===== src/rtl/addsub_pkg.sv =====
`default_nettype none
// ============================================================================
// Module  : addsub_pkg
// Brief   : Shared state encoding and default widths for the add/sub sequencer
// Rev     : 1.0
// ============================================================================
package addsub_pkg;

  localparam int N_DEFAULT = 64;
  localparam int W_DEFAULT = 16;

  typedef enum logic [1:0] {
    IDLE = 2'd0,
    RUN  = 2'd1,
    DONE = 2'd2
  } state_t;

endpackage : addsub_pkg
`default_nettype wire


===== src/rtl/addsub_slice.sv =====
`default_nettype none
// ============================================================================
// Module  : addsub_slice
// Brief   : W-bit combinational adder with carry in/out, reused every RUN cycle
// Rev     : 1.0
// ============================================================================
module addsub_slice #(
  parameter int W = 16
) (
  input  logic [W-1:0] a,
  input  logic [W-1:0] b,
  input  logic         cin,
  output logic [W-1:0] sum,
  output logic         cout
);

  logic [W:0] w_full;

  assign w_full = {1'b0, a} + {1'b0, b} + {{W{1'b0}}, cin};
  assign sum    = w_full[W-1:0];
  assign cout   = w_full[W];

endmodule : addsub_slice
`default_nettype wire


===== src/rtl/addsub_seq_ctrl.sv =====
`default_nettype none
// ============================================================================
// Module  : addsub_seq_ctrl
// Brief   : N-bit signed add/sub computed W bits per cycle through one slice
// Rev     : 1.0
// ============================================================================
module addsub_seq_ctrl
  import addsub_pkg::*;
#(
  parameter int N = N_DEFAULT,
  parameter int W = W_DEFAULT
) (
  input  logic         clk,
  input  logic         rst_n,
  input  logic         flush,
  input  logic         in_valid,
  output logic         in_ready,
  input  logic [N-1:0] a,
  input  logic [N-1:0] b,
  input  logic         k,
  output logic         out_valid,
  input  logic         out_ready,
  output logic [N:0]   s,
  output logic         cout
);

  localparam int SLICES = N / W;
  localparam int IDX_W  = (SLICES > 1) ? $clog2(SLICES) : 1;
  localparam logic [IDX_W-1:0] LAST_IDX = IDX_W'(SLICES - 1);

  state_t           r_state;
  state_t           w_next;
  logic [N-1:0]     r_a;
  logic [N-1:0]     r_bx;
  logic             r_carry;
  logic [IDX_W-1:0] r_idx;
  logic [N:0]       r_s;
  logic             r_cout;
  logic [W-1:0]     w_slice_sum;
  logic             w_slice_cout;
  logic             w_accept;
  logic             w_last;

  assign w_accept = (r_state == IDLE) && in_valid && !flush;
  assign w_last   = (r_idx == LAST_IDX);

  addsub_slice #(.W(W)) u_slice (
    .a    (r_a[r_idx*W +: W]),
    .b    (r_bx[r_idx*W +: W]),
    .cin  (r_carry),
    .sum  (w_slice_sum),
    .cout (w_slice_cout)
  );

  always_ff @(posedge clk or negedge rst_n) begin
    if (!rst_n) r_state <= IDLE;
    else        r_state <= w_next;
  end

  always_comb begin
    w_next = r_state;
    if (flush) begin
      w_next = IDLE;
    end else begin
      case (r_state)
        IDLE:    if (in_valid)  w_next = RUN;
        RUN:     if (w_last)    w_next = DONE;
        DONE:    if (out_ready) w_next = IDLE;
        default: w_next = IDLE;
      endcase
    end
  end

  always_comb begin
    in_ready  = (r_state == IDLE);
    out_valid = (r_state == DONE);
  end

  // Subtraction is A + ~B + 1: B is inverted on capture and k seeds the carry.
  always_ff @(posedge clk or negedge rst_n) begin
    if (!rst_n) begin
      r_a     <= '0;
      r_bx    <= '0;
      r_carry <= 1'b0;
      r_idx   <= '0;
      r_s     <= '0;
      r_cout  <= 1'b0;
    end else if (flush) begin
      r_carry <= 1'b0;
      r_idx   <= '0;
      r_s     <= '0;
      r_cout  <= 1'b0;
    end else if (w_accept) begin
      r_a     <= a;
      r_bx    <= b ^ {N{k}};
      r_carry <= k;
      r_idx   <= '0;
    end else if (r_state == RUN) begin
      r_s[r_idx*W +: W] <= w_slice_sum;
      r_carry           <= w_slice_cout;
      if (w_last) begin
        // Sign bit of the (N+1)-bit result from the sign-extended operands.
        r_s[N] <= r_a[N-1] ^ r_bx[N-1] ^ w_slice_cout;
        r_cout <= w_slice_cout;
        r_idx  <= '0;
      end else begin
        r_idx <= r_idx + IDX_W'(1);
      end
    end
  end

  assign s    = r_s;
  assign cout = r_cout;

endmodule : addsub_seq_ctrl
`default_nettype wire


===== config.mk =====
export PLATFORM = sky130hd
export DESIGN_NAME = addsub_seq_ctrl
export DESIGN_NICKNAME = d
export VERILOG_FILES = /design/src/rtl/addsub_pkg.sv /design/src/rtl/addsub_slice.sv /design/src/rtl/addsub_seq_ctrl.sv
export SDC_FILE = /design/constraint.sdc
export NUM_CORES = 1
export LEC_CHECK = 0
export ABC_AREA = 1
export ABC_CLOCK_PERIOD_IN_PS = 2750
export CELL_PAD_IN_SITES_DETAIL_PLACEMENT = 0
export CELL_PAD_IN_SITES_GLOBAL_PLACEMENT = 2
export CORE_UTILIZATION = 27
export CTS_BUF_LIST = sky130_fd_sc_hd__clkbuf_4 sky130_fd_sc_hd__clkbuf_8 sky130_fd_sc_hd__clkbuf_16
export DETAILED_ROUTE_END_ITERATION = 10
export PLACE_DENSITY = 0.83
export SYNTH_ARGS = -nofsm -noshare
export SYNTH_HDL_FRONTEND = slang
export SYNTH_SLANG_ARGS = --single-unit

===== constraint.sdc =====
create_clock -name clk -period 2.75 [get_ports clk]
set_input_delay 0.275 -clock clk [delete_from_list [all_inputs] [get_ports clk]]
set_output_delay 0.275 -clock clk [all_outputs]
set_load 0.005 [all_outputs]

## After elaboration in Yosys (flattened, before gate mapping)

Index checks and enable logic that the tools add are counted.

| storage, ports and cells | value |
|---|---|
| bits in registers | 199 |
| input bits | 134 |
| output and inout port bits | 68 |
| word-level logic and storage cells | 58 |

| cells by class | value |
|---|---|
| add/sub/neg operators | 4 |
| equal/unequal tests | 7 |
| shift operators | 4 |
| muxes and demuxes | 21 |
| bitwise operators | 4 |
| reduce and logical (&&, ||, !) cells | 11 |

Operators by type and width:

| kind | count |
|---|---|
| $mux W65 | 3 |
| $shiftx A64 B7 Y16 | 2 |
| $bwmux W65 | 1 |
| $shift A16 B34 Y65 const A | 1 |
| $shiftx A16 B34 Y65 | 1 |
| $xor A64 B64 Y64 | 1 |
| $neg A6 Y34 | 1 |
| $add A16 B16 Y17 | 1 |
| $add A17 B1 Y17 | 1 |
| $mux W2 | 8 |
| $mux W1 | 8 |
| $ne A3 B3 Y1 const B | 2 |
| $pmux W2 S3 | 1 |
| $reduce_and A3 Y1 | 2 |
| $eq A2 B2 Y1 const B | 2 |
| $reduce_and A2 Y1 | 2 |
| $reduce_bool A2 Y1 | 2 |
| $ne A3 B2 Y1 const B | 1 |
| $reduce_bool A3 Y1 | 1 |
| $add A2 B1 Y2 const B | 1 |
| $eq A2 B1 Y1 const B | 1 |
| $logic_and A1 B1 Y1 | 2 |
| $logic_not A2 Y1 | 1 |
| $ne A2 B2 Y1 const B | 1 |
| 3 further kinds | 4 |

## Depth between registers and ports, before layout

| depth | value |
|---|---|
| depth in word-level cells | 9 |
| mapped depth | 19 |
| depth with buffers taken out | 17 |

## Modules after synthesis

A second synthesis with hierarchy kept.

| second synthesis, totals | value |
|---|---|
| cell total of the unflattened synthesis | 1268 |
| area, all modules | 10247.3 um^2 |

By module, submodules not included:

| module | times used | cells an instance | area an instance (um^2) |
|---|---|---|---|
| addsub_seq_ctrl | 1 | 1084 | 9261.4 |
| addsub_slice | 1 | 184 | 985.9 |

## Least setup slack after synthesis

No wires, ideal clock.

| timing path | value |
|---|---|
| path kind | reg2reg |
| start | reg r_idx[0] |
| end | reg r_s[56] (netlist: s[56]) |
| setup time | 0.065 ns |
| arrival | 2.726 ns |
| slack | -0.041 ns |
| stages on the path, launching flop included | 19 |
| path buffers | 3 |
| period minus slack after synthesis | 2.791 ns |
| cells stage by stage | dfrtp_1 > clkbuf_2 > buf_2 > buf_1 > nor2_1 > o22ai_1 > fa_1 > inv_1 > fa_1 > inv_1 > nand3_1 > nand2_2 > nand2_1 > nand2_1 > xor2_1 > nand2_1 > nor2_2 > nand2_1 > nand2_1 |

| on the way | value |
|---|---|
| word-level cells in the longest chain between the ends | 8 |
| elaborated cells between the ends (all ways) | 11 |

Ends and longest elaborated chain:

| what | RTL line | source |
|---|---|---|
| start, declared | addsub_seq_ctrl.sv:36 | `logic [IDX_W-1:0] r_idx;` |
| start signal, assigned | addsub_seq_ctrl.sv:107 | `r_idx <= r_idx + IDX_W'(1);` |
| $shiftx A64 B7 Y16 (on tied branches) | addsub_seq_ctrl.sv:48, addsub_seq_ctrl.sv:49 |  |
| $add A16 B16 Y17 | addsub_slice.sv:19 | `assign w_full = {1'b0, a} + {1'b0, b} + {{W{1'b0}}, cin};` |
| $add A17 B1 Y17 | addsub_slice.sv:19 |  |
| $shiftx A16 B34 Y65 | addsub_seq_ctrl.sv:99 | `r_s[r_idx*W +: W] <= w_slice_sum;` |
| $bwmux W65 (*) | addsub_seq_ctrl.sv:99 |  |
| $mux W65 (*) | addsub_seq_ctrl.sv:98 | `end else if (r_state == RUN) begin` |
| $mux W65 (*) | addsub_seq_ctrl.sv:93 | `end else if (w_accept) begin` |
| $mux W65 (*) | addsub_seq_ctrl.sv:88 | `end else if (flush) begin` |
| end signal, assigned by index | addsub_seq_ctrl.sv:99 |  |
| end signal, assigned by index | addsub_seq_ctrl.sv:103 | `r_s[N] <= r_a[N-1] ^ r_bx[N-1] ^ w_slice_cout;` |
| end, declared | addsub_seq_ctrl.sv:37 | `logic [N:0] r_s;` |

Mark *: on every way between the ends. The rest lies on a longest branch, timed or not. The select of a mux whose other input is x is not followed.
A chain may end at the register's enable or synchronous reset.

## Final worst setup path

| timing path | value |
|---|---|
| start | reg r_idx[0] |
| end | reg r_s[55] (netlist: s[55]) |

Same word-level chain as after synthesis.

==> out/metrics.yaml <==
floorplanning:
  io_pins: 202
  die_h_um: 196
  std_cell_rows: 70
  fp.coreArea_um2: 36800
  die_area_um2: 38300
  die_w_um: 196
  initial_core_util_pct: 27.5
timing:
  period_needed_ps: 2630
  max_slew_margin_pct: 48.3
  fmax_mhz: 380
  hold_viol_final: 0
  min_period_over_period_pct: 95.8
  rsz0062_at_grt: "yes"
  whs_ps: 360
  tightest_slew_ps: 775
  slew_viol_final: 0
  setup_viol: 0
  clock_skew_ps: 17.0
clock_tree:
  clock_sinks: 199
  tritoncts: "built"
  htreeDepth: 4
  clk-insertion-delay-late_ps: 440
  clkTransAtPathRegs_ps: 90
  root_buffer: "clkbuf_16"
  numCtsBuffers: 17
  cts.path.max_buffers: 2
grt:
  grt_usage_pct: 16.8
  grt_pass1_vias: 8858
  grt_max_degree: 89
  grt-ovfl-total: 0
  antenna_found_initial: 0
  grt_pass1_wl_mm: 49.8
setup_path:
  cp_slowest_cell: "dfrtp_2"
  arrival_ps: 3000
  cp-start-kind: "flip-flop"
  cp_num_cells: 14
  reg2reg_to: "s[55]"
  crit_path_end_kind: "flip-flop"
  rr_startpoint: "r_idx[0]"
  critPathMaxFanout: 26
  timing.critical_path.buf_inv: 3
  critPathTopFamily: "simple AND/OR/NAND/NOR gates"
  critPathMostFrequentCell: "nand2_1"
  cp_cell_sequence: "buf_12 -> buf_6 -> o21ai_0 -> o22ai_1 -> ha_1 -> nand2_1 -> inv_1 -> a21oi_1 -> nand2_2 -> xor2_2 -> nand2_1 -> nor2_2 -> nand2_1 -> nand2_1"
  critical-path-max-stage-delay_ps: 450
  reg2regPathDepth: 14
  critical_path_class: "flip-flop to flip-flop"
  crit_path_end: "s[55]"
  crit_path_start: "r_idx[0]"
  worstPathRequired_ps: 3120
  r2r_setup_slack_ps: 120
finish:
  most-common-layout-cells: "nand2_1 (442), clkdlybuf4s50_1 (199), dfrtp_1 (197)"
  drive_above_1_share_pct: 10.6
  design_area_um2: 13800
  fin_cells: 1962
  diodes: 0
  nNetsFinal: 1636
  final_common_cell: "nand2_1"
  area_delta_synth_final_pct: 36.3
synth:
  synth_top_area_share_pct: 49.2
  synth_area_leader_cell: "dfrtp_1"
  ys_ff_latch: 199
  netlist_area_um2: 10100
  yosys_warnings: 0
  syn_inst: 1265
  synth_seq_area_share_pct: 49.2
  ys_top_cells_by_area: "dfrtp_1 (49%), nand2_1 (17%), xnor2_1 (5.6%), o21ai_1 (4.1%), o21ai_0 (4.0%)"
  avgSynthCellArea_um2: 8.01
  syn_nets: 1420
  synth_cell_types: 36
route:
  wire_per_inst_um: 16.1
  drc_errors: 0
  drt_iter0_markers: 583
  dr.pass1.iters: 5
  via_per_inst: 4.51
  vias: 8846
  ant_nets: 0
  routed_wl_mm: 31.7
place:
  place_congestion: 0.811
  port_buffers: 201
  postPlaceCellArea_um2: 12900
  detailed_place_hpwl_mm: 23.6
  dp.cells: 1920
status:
  status: "finished, final reports clean"
power:
  pwr-share-seq_pct: 34.5
  p_clk_share_pct: 22.7
  p_int_w: 0.00688
  switching_share_pct: 39.8
  leakage_nw: 6.40
  vdd_drop_max_uv: 516
  pwr-share-comb_pct: 42.7
  powerDensity_nw_per_um2: 828
  p_total_w: 0.0114
  p_sw_w: 0.00455
worst_hold_path:
  hold_path_class: "input port to flip-flop"
job:
  max-cap-violations: 0
==> power by group through the flow <==
stage          clock network [W]  registers [W]  logic, W
2_1_floorplan                  0        0.00382   0.00275
3_3_place_gp                   0        0.00400   0.00444
3_5_place_dp                   0        0.00399   0.00449
4_1_cts                  0.00266        0.00394   0.00452
5_1_grt                  0.00278        0.00402   0.00548
6_report                 0.00260        0.00395   0.00488
==> worst min-delay path: stages <==
cell,delay (ps)
clkdlybuf4s50_1,390
nand2_1,60
nand2_1,40
==> state kept, by name, summed over array words and instances (netlist names) <==
| name | count |
|---|---|
| cout | 1 |
| r_a | 64 |
| r_bx | 64 |
| r_carry | 1 |
| r_idx | 2 |
| r_state | 2 |
| s | 65 |
==> metrics by stage <==
stage,setup slack [ps],utilization (%),TNS [ps]
after detailed placement,40.4,35.1,0
after floorplan,47.7,-,0
after global routing,-25.6,37.5,-96.6
after global placement,63.9,35.1,0
final,116,37.5,0
after CTS,23.6,36.8,0
==> routing by layer <==
layer | track usage [%] | vias up | routed length, um
met5 | 0 | - | 0
met4 | 4.20 | 0 | 449
met3 | 2.75 | 25 | 1440
li1 | - | 4489 | -
met1 | 24.4 | 4108 | 15900
met2 | 26.0 | 224 | 13900
==> final cells by class <==
cell class | instances | area, um^2
flip-flops and latches | 199 | 4980
inverters | 86 | 334
fillers | 3866 | 23000
well taps | 468 | 586
multi-input cells | 912 | 4650
clock inverters | 14 | 178
clock buffers | 18 | 433
repair buffers | 265 | 2640
==> logic make-up after synthesis <==
kind of cell	after synthesis	share of synthesized area (%)
AND/OR/NAND/NOR	598	23.7
AO/OA/AOI/OAI	221	11.7
flip-flops	199	49.2
buffers and inverters	154	6.49
XOR/XNOR	72	6.23
adder cells (fa/ha/maj)	21	2.74
==> how the worst min path moves through the flow <==
stage | slack [ps] | to | cells past startpoint | start
floorplan | -20 | cout | 0 | rst_n
global placement | 420 | r_bx[38] | 1 | rst_n
detailed placement | 420 | s[49] | 1 | rst_n
CTS | 340 | r_a[24] | 3 | a[24]
global route | 360 | r_a[9] | 3 | a[9]
finish | 360 | r_a[24] | 3 | a[24]
==> Yosys cell counts <==
library cell  number
clkbuf_2           1
o21ai_2            1
buf_2             37
inv_1             74
a21oi_2            1
o21ai_1           83
inv_2              8
clkinv_2           1
nor2_2             2
buf_6              2
nand4_1           16
a22o_1             5
nor4_2             1
clkinv_1           3
nor2_1            81
nand2_2            2
o21ai_0           81
a21oi_1           15
nor3_4             2
nor2_4             2
buf_4              4
nor3_1             4
nand2_4            1
fa_1               2
xor2_1             7
and2_1             1
ha_1              19
o22ai_1           33
nand3_1           33
a32oi_1            2
clkbuf_1          18
xnor2_1           65
nand2_1          452
dfrtp_1          199
buf_1              6
or2_2              1
==> timing repair <==
| action | in CTS | in global routing |
|---|---|---|
| setup endpoints to repair | 0 | 40 |
| hold buffers | 1 | 0 |
| endpoints found under the hold margin | 83 | 0 |
| gates resized for setup | 0 | 48 |
| setup buffers | 0 | 7 |
(Power assumes the default switching activity.)
